[src/rtl/hilo_muldiv_unit.sv]
// hilo_muldiv_unit: multi-cycle multiply/divide unit with architectural HI/LO registers.
//
// Ports:
//   clk    - rising-edge clock
//   rst_n  - asynchronous active-low reset
//   start  - operation request, sampled only while busy=0
//   op     - 00 MULT, 01 MULTU, 10 DIV, 11 DIVU
//   a, b   - rs / rt operands (multiplicand/dividend, multiplier/divisor)
//   mthi   - write wdata into HI (ignored while busy)
//   mtlo   - write wdata into LO (ignored while busy)
//   wdata  - MTHI/MTLO data
//   busy   - operation in flight
//   done   - one-cycle pulse after HI/LO were updated by an operation
//   hi, lo - HI and LO registers
//
// Multiply takes one busy cycle. Divide is restoring shift-subtract on operand magnitudes,
// one quotient bit per cycle, followed by one cycle that applies the result signs.
// DIV_CYCLES must equal WIDTH.
module hilo_muldiv_unit #(
    parameter int unsigned WIDTH      = 32,
    parameter int unsigned DIV_CYCLES = 32
) (
    input  logic             clk,
    input  logic             rst_n,
    input  logic             start,
    input  logic [1:0]       op,
    input  logic [WIDTH-1:0] a,
    input  logic [WIDTH-1:0] b,
    input  logic             mthi,
    input  logic             mtlo,
    input  logic [WIDTH-1:0] wdata,
    output logic             busy,
    output logic             done,
    output logic [WIDTH-1:0] hi,
    output logic [WIDTH-1:0] lo
);

    localparam int unsigned CntW = $clog2(DIV_CYCLES);

    typedef enum logic [1:0] {StIdle, StMul, StDiv, StFin} state_e;

    state_e            state_q, state_d;
    logic [CntW-1:0]   cnt_q, cnt_d;
    logic [WIDTH-1:0]  hi_q, hi_d;
    logic [WIDTH-1:0]  lo_q, lo_d;
    logic              done_q, done_d;
    logic [WIDTH-1:0]  a_q, a_d;       // original rs, kept for divide-by-zero HI
    logic [WIDTH-1:0]  b_q, b_d;       // original rt, multiplier
    logic              sgn_q, sgn_d;   // signed operation
    logic [WIDTH-1:0]  dvd_q, dvd_d;   // dividend magnitude, shifts into quotient
    logic [WIDTH-1:0]  dvs_q, dvs_d;   // divisor magnitude
    logic [WIDTH-1:0]  rem_q, rem_d;   // partial remainder
    logic              negq_q, negq_d;
    logic              negr_q, negr_d;
    logic              div0_q, div0_d;

    logic [2*WIDTH-1:0] prod;
    logic [WIDTH:0]     trial;
    logic [WIDTH-1:0]   diff;
    logic               take;

    // Sign-extending both operands to 2*WIDTH makes the truncated unsigned product
    // equal the signed product.
    always_comb begin
        prod = {{WIDTH{sgn_q & a_q[WIDTH-1]}}, a_q} * {{WIDTH{sgn_q & b_q[WIDTH-1]}}, b_q};
    end

    always_comb begin
        trial = {rem_q, dvd_q[WIDTH-1]};
        take  = (trial >= {1'b0, dvs_q});
        // Only used when take=1, where the true difference is below dvs_q and fits WIDTH bits.
        diff  = trial[WIDTH-1:0] - dvs_q;
    end

    always_comb begin
        state_d = state_q;
        cnt_d   = cnt_q;
        hi_d    = hi_q;
        lo_d    = lo_q;
        done_d  = 1'b0;
        a_d     = a_q;
        b_d     = b_q;
        sgn_d   = sgn_q;
        dvd_d   = dvd_q;
        dvs_d   = dvs_q;
        rem_d   = rem_q;
        negq_d  = negq_q;
        negr_d  = negr_q;
        div0_d  = div0_q;

        unique case (state_q)
            StIdle: begin
                if (mthi) hi_d = wdata;
                if (mtlo) lo_d = wdata;
                if (start) begin
                    a_d   = a;
                    b_d   = b;
                    sgn_d = ~op[0];
                    if (!op[1]) begin
                        state_d = StMul;
                    end else begin
                        state_d = StDiv;
                        cnt_d   = '0;
                        rem_d   = '0;
                        dvd_d   = (~op[0] & a[WIDTH-1]) ? -a : a;
                        dvs_d   = (~op[0] & b[WIDTH-1]) ? -b : b;
                        negq_d  = ~op[0] & (a[WIDTH-1] ^ b[WIDTH-1]);
                        negr_d  = ~op[0] & a[WIDTH-1];
                        div0_d  = (b == '0);
                    end
                end
            end
            StMul: begin
                hi_d    = prod[2*WIDTH-1:WIDTH];
                lo_d    = prod[WIDTH-1:0];
                done_d  = 1'b1;
                state_d = StIdle;
            end
            StDiv: begin
                rem_d = take ? diff : trial[WIDTH-1:0];
                dvd_d = {dvd_q[WIDTH-2:0], take};
                cnt_d = cnt_q + 1'b1;
                if (cnt_q == CntW'(DIV_CYCLES - 1)) state_d = StFin;
            end
            StFin: begin
                if (div0_q) begin
                    lo_d = '1;
                    hi_d = a_q;
                end else begin
                    lo_d = negq_q ? -dvd_q : dvd_q;
                    hi_d = negr_q ? -rem_q : rem_q;
                end
                done_d  = 1'b1;
                state_d = StIdle;
            end
            default: state_d = StIdle;
        endcase
    end

    always_ff @(posedge clk or negedge rst_n) begin
        if (!rst_n) begin
            state_q <= StIdle;
            cnt_q   <= '0;
            hi_q    <= '0;
            lo_q    <= '0;
            done_q  <= 1'b0;
            a_q     <= '0;
            b_q     <= '0;
            sgn_q   <= 1'b0;
            dvd_q   <= '0;
            dvs_q   <= '0;
            rem_q   <= '0;
            negq_q  <= 1'b0;
            negr_q  <= 1'b0;
            div0_q  <= 1'b0;
        end else begin
            state_q <= state_d;
            cnt_q   <= cnt_d;
            hi_q    <= hi_d;
            lo_q    <= lo_d;
            done_q  <= done_d;
            a_q     <= a_d;
            b_q     <= b_d;
            sgn_q   <= sgn_d;
            dvd_q   <= dvd_d;
            dvs_q   <= dvs_d;
            rem_q   <= rem_d;
            negq_q  <= negq_d;
            negr_q  <= negr_d;
            div0_q  <= div0_d;
        end
    end

    assign busy = (state_q != StIdle);
    assign done = done_q;
    assign hi   = hi_q;
    assign lo   = lo_q;

endmodule

[config.mk]
export PLATFORM = sky130hd
export DESIGN_NAME = hilo_muldiv_unit
export DESIGN_NICKNAME = d
export VERILOG_FILES = /design/src/rtl/hilo_muldiv_unit.sv
export SDC_FILE = /design/constraint.sdc
export NUM_CORES = 2
export LEC_CHECK = 0
export CAP_MARGIN = 30
export CORE_ASPECT_RATIO = 1.75
export CORE_UTILIZATION = 60
export DETAILED_ROUTE_END_ITERATION = 10
export PLACE_DENSITY = 0.78
export SETUP_SLACK_MARGIN = 0.1
export SYNTH_ARGS = -nofsm -noshare
export SYNTH_HDL_FRONTEND = slang
export SYNTH_SLANG_ARGS = --single-unit
[constraint.sdc]
create_clock -name clk -period 11.8 [get_ports clk]
set_input_delay 3.54 -clock clk [delete_from_list [all_inputs] [get_ports clk]]
set_output_delay 3.54 -clock clk [all_outputs]
set_load 0.03 [all_outputs]
; ---- After elaboration in Yosys (flattened, before gate mapping)
; Index checks and enable logic that the tools add are counted.
[op_classes]
n_lt_le_gt_ge = 1
n_bitwise = 7
multipliers = 1
reduce_logical = 12
n_eq_ne = 9
add_sub_neg = 6
mux = 25
[ops]
columns = cell, n
row1 = 32-bit 2-to-1 mux, 13
row2 = 32-bit case mux with 3 select lines, 2
row3 = 32-bit negation, 4
row4 = 32-bit case mux with 2 select lines, 2
row5 = 33-bit by 33-bit multiplier with 64-bit output, 1
row6 = 33-bit by 32-bit >= comparator with 1-bit output, 1
row7 = 32-bit zero test, 1
row8 = 32-bit subtractor, 1
row9 = 5-bit 2-to-1 mux, 2
row10 = 2-bit != test (second input constant), 5
row11 = 5-bit case mux with 2 select lines, 1
row12 = 2-bit AND reduction, 4
row13 = 2-bit 2-to-1 mux, 3
row14 = 2-bit case mux with 3 select lines, 1
row15 = 3-bit AND reduction, 2
row16 = 5-bit by 1-bit adder with 5-bit output (second input constant), 1
row17 = 1-bit bitwise AND, 5
row18 = 5-bit equality test (second input constant), 1
row19 = 2-bit equality test (second input constant), 2
row20 = 2-bit nonzero test, 2
row21 = 3-bit nonzero test, 1
row22 = 2-bit by 1-bit equality test with 1-bit output (second input constant), 1
row23 = 2-bit zero test, 1
row24 = 2-bit OR reduction, 1
row25 = 3 further kinds, 3
[word_totals]
output_inout_bits = 66
elab_cells = 75
register_bits = 236

; ---- Longest topological paths before layout
[depth]
ltp_word = 6
mapped_depth = 33
ltp_nobuf = 30

; ---- Worst setup path before layout
; OpenSTA, ideal clock, no wires.
[synth_timing]
path_kind = register -> register
start = register a_q[31]
end = register hi_q[30] (netlist: hi[30])
arrival_time_ns = 8.058
slack_ns = 3.608
t_required_ns = 11.666
path_stages_with_launch = 32
setup_ns = 0.134
path_buffers = 3
cell_sequence = dfrtp_1 clkbuf_1 and2_1 clkbuf_1 nand2_1 inv_1 fa_1 fa_1 fa_1 inv_1 fa_1 inv_1 fa_1 fa_1 fa_1 inv_1 fa_1 inv_1 ha_1 clkbuf_1 and4_1 and3_1 a21oi_1 o21ai_0 a21o_1 a31o_2 a211o_1 a31oi_1 o21bai_1 a221oi_1 xor2_1 o21ai_0
[synth_via]
elab_chain_len = 3
[synth_rtl]
columns = item, line
row1 = from (decl), 47  ; logic [WIDTH-1:0] a_q, a_d;
row2 = from (signal assigned), 147  ; a_q <= '0;
row3 = from (signal assigned), 162  ; a_q <= a_d;
row4 = 1-bit bitwise AND, 65  ; prod = {{WIDTH{sgn_q & a_q[WIDTH-1]}}, a_q} * {{WIDTH{sgn_q & b_q[WIDTH-1]}}, b_q};
row5 = 33-bit by 33-bit multiplier with 64-bit output *, 65
row6 = 32-bit case mux with 3 select lines *, 91  ; unique case (state_q)
row7 = to (signal assigned), 159  ; hi_q <= hi_d;
row8 = to (decl), 44  ; logic [WIDTH-1:0] hi_q, hi_d;
; Mark *: on every way between the ends. The rest lies on a longest branch, timed or not.
; A chain may end at the register's enable or synchronous reset.

; ---- Worst setup path in the final report
[layout_timing]
start = register b_q[7]
end = register hi_q[29] (netlist: hi[29])
[layout_via]
elab_chain_len = 2
[layout_rtl]
columns = item, line
row1 = from (decl), 48  ; logic [WIDTH-1:0] b_q, b_d;
row2 = from (signal assigned), 148  ; b_q <= '0;
row3 = from (signal assigned), 163  ; b_q <= b_d;
row4 = 33-bit by 33-bit multiplier with 64-bit output, 65
row5 = 32-bit case mux with 3 select lines, 91
; No other way between the ends.

==> run metrics <==
filler cell count=7125; GPL Wtd Cong=1.02; clock buffer depth=3; RSZ-0062 raised after global routing=false; relative slew slack=28.3%; WS Path Type=reg -> reg; slowest stage delay, CP=0.84 ns; Seq/Total Area, Yosys=11.3%; hold path start=lo[10]; startpoint types=register; CTS HTree Levels=1; Post CTS Setup Buffer Count=0; Seq cells post-synth=236; clk sink count=236; DR WL/cell=23.3 um; post-synth cell types=73; Critical Path RT=12.19 ns; post-route ant nets=0; total wire length=162 mm; mux contribution to synthesized area=1.83%; DRC errors left=0; Post-Route Setup TNS=0 ns; clock slew at reported path FFs=0.08 ns; mapped cell area=52200 um2; ys async rst share=100%; Setup-failing EPs final=0; Hold Path Class=reg -> reg; IO Count=169; Critical Path Start=b_q[7]; number of synthesized flops with an enable pin=0; max-slew violation count=0; Compound-Gate Fraction of Synth Area=8.41%; Final nets=7227; detailed placer's ending HPWL=130 mm; Num CTS Buffers=21; Syn-to-layout area delta=6.32%; Crit path arrival time=9.37 ns; share of cells above drive strength 1=4.11%; Mean Syn Cell Area=8.96 um2; Post-Synth Adder-Cell Area=49.1%; TritonCTS clock tree=yes; Die W=225 um; DIE AREA=88300 um2; flop2flop setup slack=2.82 ns; initial antenna violation count=11; storage element area=5920 um2; endpoint type of the worst setup path=register; Die H=392 um; Max Cap Viol=0; Final min period=8.98 ns; largest net degree at the start of global routing=149; Synth warnings=0; Least-Margin Pin Slew=1.08 ns; Critical R2R Launch=b_q[7]; initial core utilization=60.8%; first-pass GRT wire length=252 mm; final cycle utilization of the critical path=76.1%; vias per cell=5.98; Skew-Pair Late Insertion Delay=0.57 ns; Worst Path Buf+Inv=9; Fin Clk Skew=0.0273 ns; largest family of logic cells by synthesized area=adder cells; root buf cell=clkbuf_16; Multi-input gate area=40600 um2; Total GRT Usage=38.4%; detailed-route via count=41400; worst-path fanout max=21; DRT Pass-1 Iters=6; final hold vios=0; Synthesized Nets=7310; Synth Area in Simple Gates=14.6%; Post-Synth XOR/XNOR Area=3.64%; # resized after CTS=0; slowest CP cell=fa_1; hold_buf cts=0; Synth Flop Type=dfrtp_1; Remaining Overflow, GRT=0; result of the run=completed; input/output buffers=168; FF-to-FF End=hi[29]; Hold EP=lo[10]; DR iter-0 viols=3131; f_max=111 MHz; post-synthesis cell count=5831; Hold Path Depth=2; Rows=142; cell family with most CP delay=adder cells; vias in the first global route=45500; worst r2r path cells=30; core area=86000 um2
==> state kept, by name, summed over array words and instances (netlist names), 2 cells and up <==
signal,flops
dvd_q,32
a_q,32
cnt_q,5
hi,32
dvs_q,32
lo,32
b_q,32
state_q,2
rem_q,32
==> through the flow <==
step	hold WS (ns)	setup slack (ns)	util (%)	cells	area, um2
3_5_place_dp	0.471	2.96	63.6	6874	54700
5_1_grt	0.508	2.19	64.6	6917	55500
6_report	0.483	2.82	64.6	6921	55500
4_1_cts	0.488	2.88	64.5	6912	55500
2_1_floorplan	0.450	3.61	-	5831	52200
3_3_place_gp	0.463	3.06	63.5	6870	54600
==> layer usage <==
layer | vias up | GRT usage (%) | share of wire, %
met2 | 2151 | 67.0 | 51
li1 | 17400 | - | -
met1 | 20900 | 40.0 | 31
met4 | 6 | 31.7 | 10
met3 | 877 | 6.95 | 8.1
met5 | - | 0 | 0.023
==> Yosys cell counts (all sizes together) (8+ instances only) <==
master,n,area [um2]
nor3,29,145
xor2,93,815
clkbuf,339,1270
a21oi,186,931
xnor2,124,1090
o31ai,35,268
a22o,9,78.8
nor2,175,657
ha,250,3130
a31oi,29,181
nand2,923,3460
or4,13,116
o221ai,17,149
nand3,23,115
fa,1126,22500
and3,33,206
nor2b,21,131
o21ai,246,1230
a21o,55,413
a221oi,8,70.1
nand2b,22,138
o41ai,12,113
nand4,15,93.8
mux2i,18,180
buf,17,71.3
a21boi,10,78.8
o22ai,22,138
inv,1186,4450
dfrtp,236,5910
and2,350,2190
mux2,69,777
or3,16,100
o21a,13,97.6
o211ai,17,128
or2,15,96.3
nor4,10,77.6
==> cells by family after synthesis <==
kind of cell / Yosys count
buf+inv: 1542
mux: 87
compound gates: 717
flops: 236
simple gates: 1656
xor+xnor: 217
fa+ha+maj: 1376
==> worst reg2reg max path: cells and delay by family (launching register included) <==
kind	cells	cell delay (ns)
XOR/XNOR	1	0.16
flip-flops	1	0.66
AND/OR/NAND/NOR	2	0.34
AO/OA/AOI/OAI	9	1.53
buffers and inverters	9	1.48
adder cells (fa/ha/maj)	9	4.63
==> worst max path at each step <==
stage	endpoint	slack (ns)	cells after the start
global placement	hi[29]	3.06	26
finish	hi[29]	2.82	30
floorplan	hi[30]	3.61	31
CTS	hi[29]	2.88	30
global route	hi[29]	2.19	30
detailed placement	hi[29]	2.96	30
==> cell type report <==
| type | instances | area share [%] |
|---|---|---|
| multi-input combinational | 4053 | 73.0 |
| inverter | 1186 | 8.01 |
| clock inverter | 16 | 0.426 |
| sequential | 236 | 10.7 |
| antenna | 6 | 0.0270 |
| timing repair buffer | 250 | 4.29 |
| tap | 1152 | 2.60 |
| clock buffer | 22 | 0.953 |
==> cells in the final DEF, fill, tap and decap left out, types with 20 or more instances in the layout <==
cell type	instances
o21ai_0	237
inv_1	1186
o22ai_1	22
nor3_1	29
a21o_1	55
nand2_1	923
dfrtp_1	222
a31oi_1	29
nand2b_1	22
mux2_2	69
buf_4	75
ha_1	250
and2_1	349
clkbuf_16	21
a21oi_1	186
nand3_1	23
nor2b_1	20
xnor2_1	124
nor2_1	174
fa_1	1126
o31ai_1	34
xor2_1	93
and3_1	33
clkdlybuf4s50_1	167
Power is not shown: default switching activity piles up to over one toggle a cycle in this logic, so the estimate is an artifact.
